===== config.mk =====
export PLATFORM = sky130hd
export DESIGN_NAME = fetch_decode_queue
export DESIGN_NICKNAME = d
export VERILOG_FILES = /design/src/rtl/fetch_decode_queue_pkg.sv /design/src/rtl/fdq_ram.sv /design/src/rtl/fetch_decode_queue.sv
export SDC_FILE = /design/constraint.sdc
export NUM_CORES = 1
export LEC_CHECK = 0
export BUFFER_PORTS_ARGS = -buffer_cell sky130_fd_sc_hd__buf_2
export CORE_ASPECT_RATIO = 1.5
export CORE_MARGIN = 2
export CORE_UTILIZATION = 40
export CTS_BUF_LIST = sky130_fd_sc_hd__clkbuf_8 sky130_fd_sc_hd__clkbuf_16
export DETAILED_ROUTE_END_ITERATION = 10
export PLACE_DENSITY_LB_ADDON = 0.1
export SYNTH_ARGS = -nofsm -noshare
export SYNTH_HDL_FRONTEND = slang
export SYNTH_SLANG_ARGS = --single-unit

===== constraint.sdc =====
create_clock -name clk -period 6.25 [get_ports clk]
set_input_delay 0.3125 -clock clk [delete_from_list [all_inputs] [get_ports clk]]
set_output_delay 0.3125 -clock clk [all_outputs]
set_load 0.03 [all_outputs]

===== src/rtl/fetch_decode_queue_pkg.sv =====
// rtl/fetch_decode_queue_pkg.sv - shared constants for the fetch-to-decode queue
package fetch_decode_queue_pkg;
  localparam int EXC_W_DEFAULT = 6;
  localparam logic [EXC_W_DEFAULT-1:0] EXC_NONE = '0;
  // Zero PC/instruction is how decode recognises a bubble.
  localparam logic [63:0] BUBBLE = 64'd0;
endpackage


===== src/rtl/fdq_ram.sv =====
// rtl/fdq_ram.sv - DEPTH x W register file, one synchronous write, one asynchronous read
module fdq_ram #(
  parameter int DEPTH = 4,
  parameter int W     = 8,
  parameter int AW    = $clog2(DEPTH)
) (
  input  logic          clk,
  input  logic          we,
  input  logic [AW-1:0] waddr,
  input  logic [W-1:0]  wdata,
  input  logic [AW-1:0] raddr,
  output logic [W-1:0]  rdata
);
  logic [W-1:0] mem [DEPTH];

  always_ff @(posedge clk) begin
    if (we) mem[waddr] <= wdata;
  end

  assign rdata = mem[raddr];
endmodule


===== src/rtl/fetch_decode_queue.sv =====
// rtl/fetch_decode_queue.sv - circular FIFO between instruction fetch and decode
module fetch_decode_queue
  import fetch_decode_queue_pkg::*;
#(
  parameter int ADDR_W = 32,
  parameter int INST_W = 32,
  parameter int EXC_W  = EXC_W_DEFAULT,
  parameter int DEPTH  = 4
) (
  input  logic                     clk,
  input  logic                     resetn,
  input  logic                     flush,
  input  logic                     fe_valid,
  output logic                     fe_ready,
  input  logic [ADDR_W-1:0]        fe_pc,
  input  logic [INST_W-1:0]        fe_inst,
  input  logic [EXC_W-1:0]         fe_exc,
  output logic                     de_valid,
  input  logic                     de_ready,
  output logic [ADDR_W-1:0]        de_pc,
  output logic [INST_W-1:0]        de_inst,
  output logic [EXC_W-1:0]         de_exc,
  output logic [$clog2(DEPTH):0]   count,
  output logic                     resetn_q,
  output logic                     flush_q
);
  localparam int PW = $clog2(DEPTH);
  localparam int CW = PW + 1;
  localparam int W  = ADDR_W + INST_W + EXC_W;

  logic [PW-1:0] wr_ptr, rd_ptr;
  logic [W-1:0]  rd_data;
  logic          push, pop;

  // Handshakes depend only on registered count, so no de_ready -> fe_ready path.
  assign fe_ready = (count < CW'(DEPTH));
  assign de_valid = (count != '0);
  assign push     = fe_valid & fe_ready;
  assign pop      = de_valid & de_ready;

  fdq_ram #(.DEPTH(DEPTH), .W(W)) u_ram (
    .clk   (clk),
    .we    (push & resetn & ~flush),
    .waddr (wr_ptr),
    .wdata ({fe_pc, fe_inst, fe_exc}),
    .raddr (rd_ptr),
    .rdata (rd_data)
  );

  always_ff @(posedge clk) begin
    if (!resetn || flush) begin
      wr_ptr <= '0;
      rd_ptr <= '0;
      count  <= '0;
    end else begin
      if (push) wr_ptr <= wr_ptr + 1'b1;
      if (pop)  rd_ptr <= rd_ptr + 1'b1;
      count <= count + CW'(push) - CW'(pop);
    end
  end

  always_ff @(posedge clk) begin
    resetn_q <= resetn;
    flush_q  <= flush;
  end

  always_comb begin
    de_pc   = ADDR_W'(BUBBLE);
    de_inst = INST_W'(BUBBLE);
    de_exc  = EXC_W'(EXC_NONE);
    if (de_valid) begin
      {de_pc, de_inst, de_exc} = rd_data;
    end
  end
endmodule


==> reports/results.tsv, run 1 <==
stage	metric	value	unit
place	HPWL after DPL	12600	microns
timing	RSZ-0062 raised after global routing	no	
clock_tree	Clock Path Buffers	3	
logic_synthesis	leading area contributor after synthesis	edfxtp_1	
die	# rows	74	
die	initial core utilization	40.8	%
clock_tree	hold_buf cts	70	
final_layout	ANT cells	0	
die	Die ar.	29200	sq um
critical_path	critical path data arrival time	3.13	ns
clock_tree	Clock Latency Late Sink	0.54	ns
logic_synthesis	Synth Warn #	0	
critical_path	FF-to-FF End	u_ram.mem[1][22]$_DFFE_PP_	
critical_path	Crit path required time	5.94	ns
die	core region area	27300	sq um
clock_tree	CTS tree	yes	
routing	WL/cell	20.5	microns
critical_path	Crit Path Category	reg2out	
clock_tree	# Post-CTS Setup Buffers	0	
logic_synthesis	ranking of synthesized cells by area	edfxtp_1 75%, mux4_2 14%, and2_1 4.0%	
critical_path	Reg2Reg Launch Point	count[2]$_SDFF_PP0_	
routing	vias	5502	
place	port bufs	151	
critical_path	CP Max Fanout	42	
grt	GRT overflow	0	
grt	number of global-route vias before repair	6188	
critical_path	crit-path max cell delay	0.94	ns
routing	Routed met3 length	1040	microns
logic_synthesis	top cell type's share of synthesized area	75.4	%
logic_synthesis	Synth Register Bits	291	
clock_tree	Root Buffer	clkbuf_16	
grt	antenna violations before repair	0	
routing	M1 WL	9080	microns
final_layout	post-layout util	50.6	%
critical_path	r2r setup slk	3.70	ns
logic_synthesis	Post-Syn Instances	495	
critical_path	Reg2Reg Depth	3	
routing	vias per inst	5.04	
timing	final number of setup-violating endpoints	0	
timing	Setup Skew	0.00486	ns
clock_tree	number of CTS-inserted buffers	28	
power	leakage power	4.81	nW
final_layout	fin nets	809	
flow_run	maxcap violations	0	
power	power density cells	306	nW/um^2
place	global placer's final weighted congestion	0.705	
worst_hold_path	Hold Path Origin	fe_inst[30]	
grt	largest net degree at the start of global routing	72	
routing	Top Layer Used	met4	
worst_hold_path	Tightest Hold Check Type	in2reg	
grt	global-route wire length before repair	34500	microns
timing	Tcrit/Tclk final	55.1	%
timing	slew margin rel.	22.8	%
routing	drt initial violations	261	
clock_tree	Resized Gates After CTS	0	
timing	fin. max-slew vios	0	
clock_tree	Reg clk slew, reported paths	0.06	ns
worst_hold_path	Worst Hold End	u_ram.mem[3][36]$_DFFE_PP_	
logic_synthesis	post-synthesis cell type count	22	
clock_tree	CTS sink cnt	291	
timing	Worst-Margin Slew	1.16	ns
die	die height	208	microns
clock_tree	htree depth	1	
die	Top Ports	152	
routing	Post-DRT Antenna Nets	0	
logic_synthesis	Mapped Area	11100	sq um
critical_path	Crit. End Element	primary output	
critical_path	Cell Chain, Critical Path	buf_4, mux4_2, and2_1, buf_2	
worst_hold_path	Hold Path Stages	1	
timing	fin crit period	3.44	ns
grt	overall routing resource usage	15.4	%
run_status	status	complete, no violations	
logic_synthesis	syn nets	577	
routing	Total Wirelength	22300	microns
critical_path	crit start category	register	
routing	DRC violations left	0	
routing	met2 routed wirelength	11600	microns
final_layout	share of cells above drive strength 1	37.0	%
logic_synthesis	Seq/Total Area, Yosys	77.4	%
timing	final hold violation count	0	
timing	Max Freq	290	MHz
power	Peak supply drop	0.219	mV
routing	DRT Pass-1 Iters	4	
critical_path	Slowest cell on crit path	dfxtp_4	
logic_synthesis	synthesized area per cell	22.5	sq um
timing	final setup TNS	0	ns
die	Die Span X	140	microns
final_layout	Layout Area Growth over Synthesis	24.0	%
-- synthesized netlist by cell type (all sizes together) --
cell type / n
edfxtp: 280
and2: 72
mux4: 70
buf: 16
dfxtp: 11
clkbuf: 9
inv: 8
ha: 6
nor2: 6
and3: 4
xnor2: 3
nor2b: 2
xor2: 2
fa: 1
mux2i: 1
nand2b: 1
o311ai: 1
o31ai: 1
or3: 1
-- area by class of cell --
class / count / area (sq um)
Fill cell: 2254 / 13500
Sequential cell: 291 / 8640
Multi-Input combinational cell: 171 / 2290
Timing Repair Buffer: 227 / 1500
Clock buffer: 32 / 767
Tap cell: 342 / 428
Clock inverter: 20 / 169
Inverter: 8 / 30.0
-- where the power goes --
group	total (mW)	switching [mW]	internal (mW)
Combinational	0.374	0.230	0.145
Clock	1.68	0.685	0.996
Sequential	2.18	0.0148	2.16
Total	4.23	0.929	3.30
-- state kept, by name (all words and copies together), names as in the netlist, named ones only --
name and flops:
count 3, flush_q 1, rd_ptr 2, resetn_q 1
u_ram.mem 280, wr_ptr 2
-- cell families (layout without fill, tap and decap cells) --
logic type | count (synthesis) | after routing | synth area share, %
AOI/OAI and AO/OA | 2 | 2 | 0.146
adders and majority gates | 7 | 7 | 0.853
and+or+nand+nor | 86 | 86 | 4.69
DFF | 291 | 291 | 77.4
buffers and inverters | 33 | 287 | 2.28
xor gates and xnor gates | 5 | 5 | 0.393
muxes | 71 | 71 | 14.2
-- worst max path at each step --
stage                     slack [ns]                start  cells past startpoint                        end
after CTS                       2.63             register                      4                   de_pc[8]
after global placement          3.24             register                      4                   de_pc[8]
final                           2.81             register                      4                   de_pc[8]
after global routing            2.51             register                      4                   de_pc[8]
after floorplan                 3.27  count[2]$_SDFF_PP0_                      3  u_ram.mem[0][0]$_DFFE_PP_
after detailed placement        3.23             register                      4                   de_pc[8]
-- cells in the final DEF, fill, tap and decap left out, types with 2 or more instances in the layout --
cell type / count
nor2_1: 6
xor2_1: 2
clkbuf_8: 3
buf_2: 151
mux4_2: 70
clkbuf_16: 29
clkinv_1: 4
clkinvlp_4: 2
dfxtp_4: 2
nor2b_1: 2
ha_1: 6
edfxtp_1: 280
clkinv_2: 6
buf_4: 6
inv_1: 13
dlygate4sd3_1: 70
bufinv_16: 3
xnor2_1: 3
dfxtp_1: 9
and2_1: 72
and3_4: 4
-- layer usage --
layer | up-vias | GRT usage (%)
met5 | - | 0
met4 | 0 | 5.22
met3 | 40 | 2.62
met2 | 140 | 27.5
met1 | 2858 | 18.7
li1 | 2464 | -
-- worst max-delay path, delay by kind of cell, from the launching register on --
kind,cells,cell delay [ns]
buf+inv,2,0.84
flops,1,0.94
mux,1,0.59
simple gates,1,0.20
-- per-stage QoR --
step | worst slack (ns) | cells | hold slack (ns) | power, mW | area, sq um
4_1_cts | 2.63 | 1091 | 0.00861 | 4.29 | 13800
5_1_grt | 2.51 | 1091 | 0.0196 | 4.38 | 13800
3_3_place_gp | 3.24 | 969 | 0.439 | 2.56 | 12200
2_1_floorplan | 3.27 | 495 | 0.340 | 2.44 | 11100
3_5_place_dp | 3.23 | 969 | 0.441 | 2.57 | 12200
6_report | 2.81 | 1091 | 0.0312 | 4.23 | 13800
Note: power is estimated with default switching activity, not from simulation.
==> run 2: changes to the inputs <==
==> constraint.sdc (replaced) <==
create_clock -name clk -period 3.54 [get_ports clk]
set_input_delay 0.177 -clock clk [delete_from_list [all_inputs] [get_ports clk]]
set_output_delay 0.177 -clock clk [all_outputs]
set_load 0.03 [all_outputs]
==> reports/results.tsv, run 2 (synthesis results as in run 1) <==
stage	metric	value	unit
run_status	status	complete, no violations	
die	Die ar.	29200	sq um
clock_tree	Resized Gates After CTS	0	
critical_path	Reg2Reg Launch Point	count[2]$_SDFF_PP0_	
routing	vias per inst	5.03	
final_layout	fin nets	814	
place	Area after DPL	12300	sq um
timing	fin. max-slew vios	0	
timing	RSZ-0062 raised after global routing	no	
final_layout	top flop regs	u_ram.mem (280), count (3)	
final_layout	most common cell after layout, fill and taps aside	edfxtp_1	
timing	Tcrit/Tclk final	78.0	%
final_layout	Largest Register	u_ram.mem	
grt	antenna violations before repair	1	
final_layout	max FFs per register	280	
critical_path	Crit path required time	3.36	ns
power	clock group share of total power	37.4	%
final_layout	fillers	2264	
clock_tree	CTS tree	yes	
worst_hold_path	Worst Hold End	rd_ptr[0]$_SDFFE_PP0P_	
critical_path	critical path data arrival time	2.58	ns
final_layout	fin area	13800	sq um
grt	number of global-route vias before repair	6170	
critical_path	Cell Chain, Critical Path	or3_2, buf_4, and2_1, buf_2	
place	HPWL after DPL	12800	microns
die	Die Span X	140	microns
critical_path	crit-path max cell delay	0.91	ns
critical_path	Reg2Reg Depth	9	
timing	final hold violation count	0	
flow_run	maxcap violations	0	
routing	Post-DRT Antenna Nets	0	
power	PnR Total Power	7.20	mW
critical_path	Crit. End Element	primary output	
clock_tree	Clock Path Buffers	3	
critical_path	FF-to-FF End	count[2]$_SDFF_PP0_	
clock_tree	Reg clk slew, reported paths	0.06	ns
worst_hold_path	Hold Path Origin	de_ready	
die	initial core utilization	40.8	%
critical_path	r2r setup slk	1.17	ns
grt	GRT overflow	0	
final_layout	area occupied by multi-input gates	2290	sq um
final_layout	FF+latch area	8640	sq um
timing	slew margin rel.	40.1	%
timing	Setup Skew	0.00530	ns
clock_tree	Clock Latency Late Sink	0.53	ns
power	sw power	1.60	mW
grt	overall routing resource usage	15.3	%
power	leakage power	4.82	nW
routing	Total Wirelength	22000	microns
timing	Max Freq	362	MHz
clock_tree	CTS sink cnt	291	
clock_tree	htree depth	1	
routing	drt initial violations	278	
timing	Worst-Margin Slew	0.898	ns
worst_hold_path	Hold Path Stages	4	
routing	vias	5515	
power	power density cells	521	nW/um^2
die	# rows	74	
final_layout	Layout Area Growth over Synthesis	24.1	%
critical_path	Crit Path Category	reg2out	
power	Sw Share	22.2	%
critical_path	CP Max Fanout	46	
grt	global-route wire length before repair	34600	microns
timing	final setup TNS	0	ns
critical_path	crit start category	register	
die	Top Ports	152	
routing	DRT Pass-1 Iters	4	
die	core region area	27300	sq um
timing	final number of setup-violating endpoints	0	
die	die height	208	microns
clock_tree	Root Buffer	clkbuf_16	
clock_tree	number of CTS-inserted buffers	27	
routing	DRC violations left	0	
place	global placer's final weighted congestion	0.692	
timing	fin crit period	2.76	ns
power	Flop pwr share	53.3	%
worst_hold_path	Tightest Hold Check Type	in2reg	
power	Combinational Power Share	9.3	%
power	Peak supply drop	0.290	mV
final_layout	commonest cells after routing, fill and taps aside	280 x edfxtp_1, 151 x buf_2, 72 x and2_1, 72 x dlygate4sd3_1, 70 x mux4_2	
place	port bufs	151	
final_layout	share of cells above drive strength 1	36.7	%
critical_path	Slowest cell on crit path	or3_2	
grt	largest net degree at the start of global routing	71	
routing	WL/cell	20.1	microns
power	Int Power	5.60	mW
run 2: final cells by class:
| class | instances | share of cell area (%) |
|---|---|---|
| Multi-Input combinational cell | 171 | 16.5 |
| Antenna cell | 1 | 0.0181 |
| Timing Repair Buffer | 233 | 11.7 |
| Clock inverter | 20 | 0.841 |
| Sequential cell | 291 | 62.4 |
| Inverter | 8 | 0.217 |
| Clock buffer | 30 | 5.18 |
| Tap cell | 342 | 3.09 |
run 2: what timing repair did:
| action | in CTS | in global routing |
|---|---|---|
| setup buffers | 0 | 0 |
| endpoints found under the hold margin | 282 | 0 |
| hold buffers | 72 | 0 |
run 2: power groups by stage:
stage / clock (mW) / combinational, mW / sequential (mW)
floorplan: 0 / 0.397 / 3.91
global route: 2.92 / 0.726 / 3.84
finish: 2.69 / 0.671 / 3.84
CTS: 2.78 / 0.691 / 3.84
global placement: 0 / 0.614 / 3.91
detailed placement: 0 / 0.626 / 3.91
run 2: critical path: cells and delay by family, from the launching register on:
family / cells / cell delay [ns]
and+or+nand+nor: 2 / 1.10
buffers and inverters: 2 / 0.57
DFF: 1 / 0.37
run 2: how the worst max path moves through the flow:
stage                              from                         to  slack [ns]  cells past startpoint
finish              count[2]$_SDFF_PP0_                  de_pc[15]        0.78                      4
global route        count[2]$_SDFF_PP0_                  de_pc[15]        0.54                      4
CTS                 count[2]$_SDFF_PP0_                  de_pc[15]        0.66                      4
detailed placement  count[2]$_SDFF_PP0_        count[2]$_SDFF_PP0_        1.15                      9
global placement    count[2]$_SDFF_PP0_        count[2]$_SDFF_PP0_        1.29                      9
floorplan           count[2]$_SDFF_PP0_  u_ram.mem[0][0]$_DFFE_PP_        0.56                      3
run 2: routing by layer:
metal	global-route usage, %	share of wire (%)	wire [microns]	vias up
li1	-	-	-	2470
met4	4.04	1.5	326	0
met2	27.3	53	11600	139
met5	0	0	0	-
met1	19.1	41	9040	2883
met3	2.76	4.8	1050	23
run 2: through the flow:
step	hold slack, ns	setup WS, ns	cells	utilization (%)
floorplan	0.205	0.563	495	-
global placement	0.303	1.29	973	44.9
detailed placement	0.308	1.15	973	44.9
CTS	0.0177	0.658	1095	50.6
global route	0.0371	0.541	1096	50.6
finish	0.0389	0.778	1096	50.6
